[src/rtl/pipe_ctrl_pkg.sv]
// Shared definitions for the pipeline hazard controller: MD latencies,
// tuse/tnew distance encoding, MD FSM state encoding, and the per-source
// RAW hazard rule used by the stall logic.
package pipe_ctrl_pkg;

    localparam int unsigned MULT_CYCLES = 5;
    localparam int unsigned DIV_CYCLES  = 10;
    localparam int unsigned CNT_W       = 4;

    // Distance in cycles until a value is needed (tuse) or forwardable (tnew).
    typedef logic [1:0] tdist_t;
    localparam tdist_t T_NOW    = 2'd0;
    localparam tdist_t T_ONE    = 2'd1;
    localparam tdist_t T_TWO    = 2'd2;
    localparam tdist_t T_UNUSED = 2'd3;

    typedef enum logic {
        MD_IDLE = 1'b0,
        MD_BUSY = 1'b1
    } md_state_e;

    function automatic logic [CNT_W-1:0] md_cycles(input logic is_div);
        return is_div ? CNT_W'(DIV_CYCLES) : CNT_W'(MULT_CYCLES);
    endfunction

    // A source stalls against one producer when it reads the producer's
    // destination and the result arrives later than it is needed. $0 is
    // hardwired, so it can never be a real dependency. An unused source
    // (tuse=3) can never stall since tnew is at most 3.
    function automatic logic src_hazard(input logic [4:0] src,
                                        input tdist_t     tuse,
                                        input logic [4:0] waddr,
                                        input tdist_t     tnew);
        return (src != 5'd0) && (src == waddr) && (tnew > tuse);
    endfunction

endpackage

[src/rtl/pipe_ctrl_if.sv]
// Hazard-controller signal bundle between the pipeline datapath and pipe_ctrl.
// master: datapath side (drives D/E/M stage info, receives enables).
// slave:  pipe_ctrl side (reads stage info, drives enables, flush, md_busy, stall).
interface pipe_ctrl_if;
    import pipe_ctrl_pkg::*;

    logic [4:0] D_rs;
    logic [4:0] D_rt;
    tdist_t     D_tuseRs;
    tdist_t     D_tuseRt;
    logic       D_isMd;
    logic [4:0] E_wAddr;
    logic [4:0] M_wAddr;
    tdist_t     E_tnew;
    tdist_t     M_tnew;
    logic       E_mdStart;
    logic       E_mdDiv;

    logic       pc_en;
    logic       fd_en;
    logic       de_flush;
    logic       em_en;
    logic       mw_en;
    logic       md_busy;
    logic       stall;

    modport master (
        output D_rs, D_rt, D_tuseRs, D_tuseRt, D_isMd,
               E_wAddr, M_wAddr, E_tnew, M_tnew, E_mdStart, E_mdDiv,
        input  pc_en, fd_en, de_flush, em_en, mw_en, md_busy, stall
    );

    modport slave (
        input  D_rs, D_rt, D_tuseRs, D_tuseRt, D_isMd,
               E_wAddr, M_wAddr, E_tnew, M_tnew, E_mdStart, E_mdDiv,
        output pc_en, fd_en, de_flush, em_en, mw_en, md_busy, stall
    );

endinterface

[src/rtl/pipe_ctrl_md_busy_counter.sv]
// Tracks the multiply/divide unit occupancy: IDLE/BUSY FSM with a down-counter.
// Ports: clk, reset (sync, active-high), md_start/md_div from E, md_busy (registered).
// A start at cycle t raises md_busy for cycles t+1..t+N; starts while BUSY are ignored.
module md_busy_counter
    import pipe_ctrl_pkg::*;
(
    input  logic clk,
    input  logic reset,
    input  logic md_start,
    input  logic md_div,
    output logic md_busy
);

    md_state_e        state_q, state_d;
    logic [CNT_W-1:0] cnt_q,   cnt_d;
    logic             md_busy_q, md_busy_d;

    always_comb begin
        state_d = state_q;
        cnt_d   = cnt_q;
        case (state_q)
            MD_IDLE: begin
                if (md_start) begin
                    state_d = MD_BUSY;
                    cnt_d   = md_cycles(md_div);
                end
            end
            MD_BUSY: begin
                // A start arriving here (even on the final cycle) is dropped;
                // the issuing stage is held off by md_stall until IDLE.
                if (cnt_q == CNT_W'(1)) begin
                    state_d = MD_IDLE;
                    cnt_d   = '0;
                end else begin
                    cnt_d   = cnt_q - CNT_W'(1);
                end
            end
            default: begin
                state_d = MD_IDLE;
                cnt_d   = '0;
            end
        endcase
        md_busy_d = (state_d == MD_BUSY);
    end

    always_ff @(posedge clk) begin
        if (reset) begin
            state_q   <= MD_IDLE;
            cnt_q     <= '0;
            md_busy_q <= 1'b0;
        end else begin
            state_q   <= state_d;
            cnt_q     <= cnt_d;
            md_busy_q <= md_busy_d;
        end
    end

    assign md_busy = md_busy_q;

endmodule

[src/rtl/pipe_ctrl.sv]
// Pipeline hazard controller: RAW data stalls, MD-unit structural stalls, enables.
// Ports: clk, reset (sync, active-high), hz (pipe_ctrl_if.slave) carrying D/E/M info out to enables.
// Stall is combinational (same cycle); freezes PC and F/D, bubbles D/E; E/M and M/W never stall.
module pipe_ctrl
    import pipe_ctrl_pkg::*;
(
    input  logic        clk,
    input  logic        reset,
    pipe_ctrl_if.slave  hz
);

    logic md_busy;
    logic data_stall;
    logic md_stall;
    logic stall_int;

    md_busy_counter u_md (
        .clk      (clk),
        .reset    (reset),
        .md_start (hz.E_mdStart),
        .md_div   (hz.E_mdDiv),
        .md_busy  (md_busy)
    );

    always_comb begin
        data_stall = src_hazard(hz.D_rs, hz.D_tuseRs, hz.E_wAddr, hz.E_tnew)
                   | src_hazard(hz.D_rs, hz.D_tuseRs, hz.M_wAddr, hz.M_tnew)
                   | src_hazard(hz.D_rt, hz.D_tuseRt, hz.E_wAddr, hz.E_tnew)
                   | src_hazard(hz.D_rt, hz.D_tuseRt, hz.M_wAddr, hz.M_tnew);
        // E_mdStart covers the cycle before md_busy rises.
        md_stall   = hz.D_isMd & (hz.E_mdStart | md_busy);
        // Reset forces free-running enables so pipeline registers take their reset values.
        stall_int  = (data_stall | md_stall) & ~reset;
    end

    assign hz.stall    = stall_int;
    assign hz.pc_en    = ~stall_int;
    assign hz.fd_en    = ~stall_int;
    assign hz.de_flush = stall_int;
    assign hz.em_en    = 1'b1;
    assign hz.mw_en    = 1'b1;
    assign hz.md_busy  = md_busy;

endmodule
[src/flat_wrapper.sv]
// flat-port wrapper written by rule: the top's interface ports become plain ports
module pipe_ctrl_flat import pipe_ctrl_pkg::*;
  (clk, reset, hz_D_rs, hz_D_rt, hz_D_tuseRs, hz_D_tuseRt, hz_D_isMd, hz_E_wAddr, hz_M_wAddr, hz_E_tnew, hz_M_tnew, hz_E_mdStart, hz_E_mdDiv, hz_pc_en, hz_fd_en, hz_de_flush, hz_em_en, hz_mw_en, hz_md_busy, hz_stall);
  pipe_ctrl_if hz_i ();
  input  logic clk;
  input  logic reset;
  input wire logic [$bits(hz_i.D_rs)-1:0] hz_D_rs;
  input wire logic [$bits(hz_i.D_rt)-1:0] hz_D_rt;
  input wire logic [$bits(hz_i.D_tuseRs)-1:0] hz_D_tuseRs;
  input wire logic [$bits(hz_i.D_tuseRt)-1:0] hz_D_tuseRt;
  input wire logic [$bits(hz_i.D_isMd)-1:0] hz_D_isMd;
  input wire logic [$bits(hz_i.E_wAddr)-1:0] hz_E_wAddr;
  input wire logic [$bits(hz_i.M_wAddr)-1:0] hz_M_wAddr;
  input wire logic [$bits(hz_i.E_tnew)-1:0] hz_E_tnew;
  input wire logic [$bits(hz_i.M_tnew)-1:0] hz_M_tnew;
  input wire logic [$bits(hz_i.E_mdStart)-1:0] hz_E_mdStart;
  input wire logic [$bits(hz_i.E_mdDiv)-1:0] hz_E_mdDiv;
  output wire logic [$bits(hz_i.pc_en)-1:0] hz_pc_en;
  output wire logic [$bits(hz_i.fd_en)-1:0] hz_fd_en;
  output wire logic [$bits(hz_i.de_flush)-1:0] hz_de_flush;
  output wire logic [$bits(hz_i.em_en)-1:0] hz_em_en;
  output wire logic [$bits(hz_i.mw_en)-1:0] hz_mw_en;
  output wire logic [$bits(hz_i.md_busy)-1:0] hz_md_busy;
  output wire logic [$bits(hz_i.stall)-1:0] hz_stall;
  assign hz_i.D_rs = hz_D_rs;
  assign hz_i.D_rt = hz_D_rt;
  assign hz_i.D_tuseRs = hz_D_tuseRs;
  assign hz_i.D_tuseRt = hz_D_tuseRt;
  assign hz_i.D_isMd = hz_D_isMd;
  assign hz_i.E_wAddr = hz_E_wAddr;
  assign hz_i.M_wAddr = hz_M_wAddr;
  assign hz_i.E_tnew = hz_E_tnew;
  assign hz_i.M_tnew = hz_M_tnew;
  assign hz_i.E_mdStart = hz_E_mdStart;
  assign hz_i.E_mdDiv = hz_E_mdDiv;
  assign hz_pc_en = hz_i.pc_en;
  assign hz_fd_en = hz_i.fd_en;
  assign hz_de_flush = hz_i.de_flush;
  assign hz_em_en = hz_i.em_en;
  assign hz_mw_en = hz_i.mw_en;
  assign hz_md_busy = hz_i.md_busy;
  assign hz_stall = hz_i.stall;
  pipe_ctrl u_core (.clk(clk), .reset(reset), .hz(hz_i));
endmodule
[config.mk]
export PLATFORM = sky130hd
export DESIGN_NAME = pipe_ctrl_flat
export DESIGN_NICKNAME = d
export VERILOG_FILES = /design/src/rtl/pipe_ctrl_pkg.sv /design/src/rtl/pipe_ctrl_if.sv /design/src/rtl/pipe_ctrl_md_busy_counter.sv /design/src/rtl/pipe_ctrl.sv /design/src/flat_wrapper.sv
export SDC_FILE = /design/constraint.sdc
export NUM_CORES = 1
export LEC_CHECK = 0
export CAP_MARGIN = 20
export CORE_ASPECT_RATIO = 0.75
export CORE_MARGIN = 4
export CORE_UTILIZATION = 39
export CTS_CLUSTER_DIAMETER = 200
export DETAILED_ROUTE_END_ITERATION = 8
export HOLD_SLACK_MARGIN = 0.1
export PLACE_DENSITY = 0.88
export SLEW_MARGIN = 20
export SYNTH_ARGS = -nofsm -noshare
export SYNTH_HDL_FRONTEND = slang
export SYNTH_SLANG_ARGS = --single-unit
[constraint.sdc]
create_clock -name clk -period 2.1 [get_ports clk]
set_clock_uncertainty 0.1 [all_clocks]
set_input_delay 0.42 -clock clk [delete_from_list [all_inputs] [get_ports clk]]
set_output_delay 0.42 -clock clk [all_outputs]
set_load 0.005 [all_outputs]
==> impl_metrics.json, run 1 <==
{
  "drt_first_pass_iters": 4,
  "cts_buffer_depth": 2,
  "antenna_found_initial": 0,
  "dp_slack_ns": -0.9879,
  "diodes": 0,
  "cts_root_buffer": "clkbuf_4",
  "rsz0062_at_grt": "yes",
  "hold_viol": 0,
  "setup_tns_ns": -1.038,
  "yosysTopAreaCellShare": 0.1639,
  "switching_share": 0.3867,
  "ant_nets": 0,
  "ys_seq_elements": 5,
  "drv_slew": 0,
  "area_growth_pct": 86.56,
  "vias_per_cell": 6.022,
  "endpoint": "hz_pc_en",
  "syn-instance-count": 103,
  "synth_flop_cell": "dfxtp_1",
  "syn_area_per_cell_um2": 7.410,
  "path_class": "input port to output pin",
  "synth.area.top_cells": "ha_1 (16%), xnor2_1 (15%), dfxtp_1 (13%)",
  "power_switching_mw": 0.2153,
  "p_leak_nw": 0.6031,
  "ir_worst_vdd_uv": 388.4,
  "cts_tree": "built",
  "syn_area_um2": 763.2,
  "fin_crit_sh": 1.147,
  "netlist-cell-type-count": 25,
  "failed_checks": "negative setup slack",
  "crit_start": "hz_E_tnew[0]",
  "dp_hpwl_mm": 2.426,
  "wl_per_cell_um": 21.69,
  "crit_fanout": 2,
  "cp-end-kind": "output pin",
  "status": "complete, but fails checks",
  "power_density_nw_per_um2": 391.0,
  "yosysSeqAreaShare": 0.1311,
  "synth_largest_area_cell": "ha_1",
  "timing.final.crit_period_ns": 2.408,
  "cts_sinks": 5,
  "die-height_um": 46.31,
  "critPathLaunchType": "input port",
  "final.setup.worst_slack_ns": -0.3082,
  "hold_path_class": "register to register",
  "grt_pass1_vias": 1101,
  "vias": 1084,
  "overflow": 0,
  "yosysMostFrequentCell": "xnor2_1",
  "rows": 13,
  "fillers": 99,
  "die-area_um2": 2736,
  "crit_arrival_ns": 1.89,
  "drive_above_1_share": 0.4114,
  "grt_first_pass_wirelength_mm": 5.471,
  "cts_max_level": 1,
  "p_comb_frac": 0.579,
  "max_cap_viol_count": 0,
  "initial_utilization": 0.4266,
  "synthTopCellsByCount": "xnor2_1 (13), nor2_1 (11), ha_1 (10)",
  "track_usage": 0.2740,
  "io_buffers": 37,
  "gp_congestion": 0.8788,
  "numCtsBuffers": 3,
  "grt_max_degree": 11,
  "core_area_um2": 1789,
  "hold_buffers": 0,
  "reg2regPathDepth": 5,
  "regToRegSetupSlack_ns": 0.61,
  "drc": 0,
  "clkLatencyLatePin_ns": 0.24,
  "pwr-share-clk": 0.209,
  "nets": 202,
  "die_x_um": 59.08,
  "cts.clk_slew.worst_paths_ns": 0.05,
  "rr_endpoint": "u_core.u_md.cnt_q[2]",
  "required_ns": 1.58,
  "max_freq_mhz": 415.2,
  "ys_async_sr_fraction": 0,
  "final-setup-viol-count": 4,
  "internal-power_mw": 0.3414,
  "io_pins": 40,
  "synth_edf_count": 0,
  "totalWireLength_mm": 3.905,
  "p_seq_frac": 0.211,
  "timing.rr.start": "u_core.u_md.cnt_q[0]",
  "drt_iter0_markers": 95,
  "synth_warnings": 0
}
==> layout make-up <==
class | instances | area (um2) | area share
multi-input combinational | 84 | 738.2 | 0.5185
timing repair buffer | 56 | 485.5 | 0.3409
sequential | 5 | 100.1 | 0.07030
inverter | 9 | 46.29 | 0.03251
tap | 22 | 27.53 | 0.01933
clock buffer | 4 | 26.28 | 0.01845
==> worst max-delay path, cell delays in order <==
cell and delay, ns:
buf_8 0.08, inv_8 0.03, buf_12 0.11, ha_4 0.23, nand2_2 0.08, nand4_1 0.12, nor4_2 0.30, o21ai_1 0.12
and3_4 0.17, buf_6 0.11, buf_6 0.10
==> routing by layer <==
metal / up-vias / track usage / part of all wire
met5: - / 0 / 0
met3: 32 / 0.06443 / 0.097
met2: 98 / 0.5022 / 0.48
li1: 465 / - / -
met1: 489 / 0.2956 / 0.35
met4: 0 / 0.1448 / 0.072
==> sequential cells by signal, summed over array words and instances, names as in the netlist <==
register / count
u_core.u_md.md_busy: 1
u_core.u_md.cnt_q: 4
==> cells in the final DEF, fill, tap and decap left out, drive strengths merged, types with 5 or more instances in the layout <==
master | netlist | final
a21oi | 8 | 8
clkbuf | 1 | 12
xnor2 | 13 | 13
inv | 9 | 9
buf | 5 | 31
ha | 10 | 10
xor2 | 7 | 7
clkdlybuf4s15 | 0 | 5
dlygate4sd2 | 0 | 7
nor3 | 6 | 6
nor2 | 11 | 11
clkdlybuf4s50 | 0 | 5
dfxtp | 5 | 5
==> per-stage QoR <==
| stage | hold slack [ns] | area, um2 | std cells | total power [mW] | util |
|---|---|---|---|---|---|
| 2_1_floorplan | 0.3904 | 767.0 | 104 | 0.2362 | - |
| 5_1_grt | 0.5601 | 1424 | 180 | 0.5864 | 0.7958 |
| 3_5_place_dp | 0.4322 | 1224 | 170 | 0.3719 | 0.6839 |
| 3_3_place_gp | 0.4160 | 1224 | 170 | 0.3560 | 0.6839 |
| 4_1_cts | 0.4460 | 1350 | 178 | 0.4982 | 0.7545 |
| 6_report | 0.5101 | 1424 | 180 | 0.5567 | 0.7958 |
==> power groups by stage <==
stage               Clock, mW  Combinational, mW  Sequential [mW]
CTS                     0.114              0.269            0.115
global placement            0              0.241            0.115
detailed placement          0              0.256            0.116
finish                  0.117              0.323            0.118
global route            0.125              0.344            0.118
floorplan                   0              0.123            0.114
==> worst min-delay path by stage <==
stage / startpoint / to / slack, ns / cells past startpoint
floorplan: u_core.u_md.cnt_q[2] / u_core.u_md.cnt_q[2] / 0.39 / 2
global placement: u_core.u_md.cnt_q[2] / u_core.u_md.cnt_q[2] / 0.42 / 2
detailed placement: u_core.u_md.cnt_q[2] / u_core.u_md.cnt_q[2] / 0.43 / 2
CTS: u_core.u_md.cnt_q[2] / u_core.u_md.cnt_q[2] / 0.45 / 2
global route: u_core.u_md.cnt_q[2] / u_core.u_md.cnt_q[2] / 0.56 / 2
finish: u_core.u_md.cnt_q[3] / u_core.u_md.cnt_q[3] / 0.51 / 2
==> cells by family (layout without fill, tap and decap cells) <==
group           after synthesis  in the layout  synth area share
other cells                   1              2          0.004913
compound gates               18             18            0.1525
fa+ha+maj                    10             10            0.1639
simple gates                 34             34            0.2230
buf+inv                      15             69           0.09507
xor+xnor                     20             20            0.2295
flops                         5              5            0.1312
==> repair_timing <==
item	in CTS	in global routing
pin swaps	16	17
endpoints found under the setup margin	4	4
setup buffers	4	2
gates resized for setup	89	39
Power figures use the tool's default switching activity.
==> inputs of run 2 (changes only) <==
--- a/config.mk
+++ b/config.mk
@@ -7,9 +7,8 @@
 export LEC_CHECK = 0
 export CAP_MARGIN = 20
 export CORE_ASPECT_RATIO = 0.75
-export CORE_MARGIN = 4
+export CORE_MARGIN = 2
 export CORE_UTILIZATION = 39
-export CTS_CLUSTER_DIAMETER = 200
 export DETAILED_ROUTE_END_ITERATION = 8
 export HOLD_SLACK_MARGIN = 0.1
 export PLACE_DENSITY = 0.88
==> run 2 against run 1 <==
Effect of this change: the flow still finishes with violations (negative setup slack); sequential power about the same; critical path depth down 3; via count down 1.4%; critical path type unchanged.
==> impl_metrics.json, run 2 (synthesized netlist as in run 1, its figures left out) <==
{
  "hold_viol": 0,
  "status": "complete, but fails checks",
  "drt_iter0_markers": 88,
  "track_usage": 0.3193,
  "hold_end": "u_core.u_md.cnt_q[3]",
  "dp_hpwl_mm": 2.234,
  "drc": 0,
  "regToRegSetupSlack_ns": 0.59,
  "rows": 13,
  "overflow": 0,
  "whs_path_depth": 2,
  "reg2regPathDepth": 5,
  "rr_endpoint": "u_core.u_md.cnt_q[2]",
  "io_pins": 40,
  "wl_per_cell_um": 20.73,
  "worstHoldStart": "u_core.u_md.cnt_q[3]",
  "crit_top_cell": "buf_6",
  "vias": 1069,
  "clkLatencyLatePin_ns": 0.26,
  "vias_per_cell": 5.972,
  "antenna_found_initial": 0,
  "cts.clk_slew.worst_paths_ns": 0.05,
  "critPathSlowestCell": "dlygate4sd2_1",
  "max_freq_mhz": 421.8,
  "cts_buffer_depth": 2,
  "die-area_um2": 2330,
  "die_x_um": 55.08,
  "final-setup-viol-count": 4,
  "critPathLaunchType": "input port",
  "gp_congestion": 0.9555,
  "io_buffers": 37,
  "totalWireLength_mm": 3.710,
  "hold_path_class": "register to register",
  "timing.rr.start": "u_core.u_md.cnt_q[0]",
  "cp-end-kind": "output pin",
  "top_layer_used": "met4",
  "numCtsBuffers": 3,
  "met1_length_mm": 1.353,
  "fin_crit_sh": 1.129,
  "slowest_delay_ns": 0.29,
  "drt_first_pass_iters": 4,
  "largest_register": "u_core.u_md.cnt_q",
  "crit_chain": "dlygate4sd2_1 -> xnor2_1 -> nand4_1 -> nor4_2 -> o21ai_1 -> and3_1 -> buf_6 -> buf_6",
  "dr_wl_met2_mm": 1.817,
  "die-height_um": 42.31,
  "cts_tree": "built",
  "drive_above_1_share": 0.4459,
  "fin_area_um2": 1474,
  "crit_arrival_ns": 1.85,
  "ant_nets": 0,
  "nets": 201,
  "p_leak_nw": 0.6077,
  "largest_register_ffs": 4,
  "cts_sinks": 5,
  "final.setup.worst_slack_ns": -0.2711,
  "instances_no_fill": 179,
  "internal-power_mw": 0.3511,
  "grt_max_degree": 11,
  "grt_pass1_vias": 1063,
  "diodes": 0,
  "switching_share": 0.3934,
  "power_switching_mw": 0.2277,
  "max_cap_viol_count": 0,
  "initial_utilization": 0.4266,
  "crit_fanout": 2,
  "required_ns": 1.58,
  "timing.final.crit_period_ns": 2.371,
  "met3_length_um": 380,
  "path_class": "input port to output pin",
  "final_common_cell": "buf_4",
  "rsz0062_at_grt": "yes",
  "p_seq_frac": 0.201,
  "power_density_nw_per_um2": 392.7,
  "grt_first_pass_wirelength_mm": 5.264,
  "drv_slew": 0,
  "core_area_um2": 1789,
  "numPlacedInstances": 170,
  "cts_max_level": 1,
  "failed_checks": "negative setup slack",
  "placed_cell_area_um2": 1224,
  "p_comb_frac": 0.579,
  "pwr-share-clk": 0.220,
  "area_growth_pct": 93.11,
  "final_cell_mix": "buf_4 (15), xnor2_1 (11), nor2_1 (11), buf_2 (9), ha_4 (8)",
  "fillers": 97,
  "cts_root_buffer": "clkbuf_4",
  "ir_worst_vdd_uv": 323.3
}
-- run 2: changes by cell type in the layout (fill, tap and decap cells not counted), moves of 2 or more --
cell | before | now
clkbuf_2 | 8 | 1
clkdlybuf4s15_2 | 1 | 6
buf_2 | 5 | 9
dlygate4sd2_1 | 7 | 5
inv_4 | 2 | 0
inv_6 | 0 | 2
-- run 2: critical path, delay by kind of cell --
family                    cells  cell delay (ns)
buffers and inverters         3             0.51
and+or+nand+nor               3             0.52
xor gates and xnor gates      1             0.24
AOI/OAI and AO/OA             1             0.14
-- run 2: worst max-delay path by stage --
stage | startpoint | endpoint | slack (ns) | depth (start not counted)
floorplan | hz_E_tnew[0] | hz_pc_en | 0.01 | 8
global route | hz_E_wAddr[4] | hz_fd_en | -0.34 | 8
global placement | hz_M_tnew[0] | hz_pc_en | -0.89 | 9
finish | hz_E_wAddr[4] | hz_fd_en | -0.27 | 8
CTS | hz_M_tnew[1] | hz_fd_en | -0.15 | 9
detailed placement | hz_M_tnew[0] | hz_fd_en | -0.99 | 9
-- run 2: timing repair --
action                                  CTS  global route
endpoints found under the setup margin    4             4
pin swaps                                23            11
buffers inserted                          4             2
gates cloned                              0             0
gates resized for setup                 125            18
hold buffers                              0             0
-- run 2: metrics by stage --
step / total power, mW / util / hold slack, ns / setup WS (ns) / setup TNS, ns
final: 0.5788 / 0.8238 / 0.5079 / -0.2711 / -0.7715
after detailed placement: 0.3696 / 0.6839 / 0.4284 / -0.9851 / -3.850
after global placement: 0.3563 / 0.6839 / 0.4138 / -0.8923 / -3.520
after CTS: 0.5234 / 0.7944 / 0.4386 / -0.1504 / -0.2551
after global routing: 0.6006 / 0.8238 / 0.4924 / -0.3366 / -1.019
after floorplan: 0.2362 / - / 0.3904 / 0.01002 / 0
-- run 2: per-layer routing --
metal  GRT usage  vias up
met5           0        -
met2      0.5690       95
met1      0.3548      489
met4      0.1220        0
met3     0.07143       23
li1            -      462
-- run 2: final cells by class --
cell class / count / area, um2 / share of cell area
flip-flops and latches: 5 / 100.1 / 0.06791
inverters: 9 / 51.30 / 0.03480
well taps: 22 / 27.53 / 0.01868
clock buffers: 4 / 26.28 / 0.01783
repair buffers: 55 / 496.7 / 0.3370
multi-input cells: 84 / 772.0 / 0.5238
-- run 2: power groups by stage --
stage	sequential [mW]	clock [mW]	combinational, mW
6_report	0.116	0.127	0.335
5_1_grt	0.116	0.130	0.354
2_1_floorplan	0.114	0	0.123
4_1_cts	0.114	0.117	0.292
3_3_place_gp	0.115	0	0.242
3_5_place_dp	0.116	0	0.254
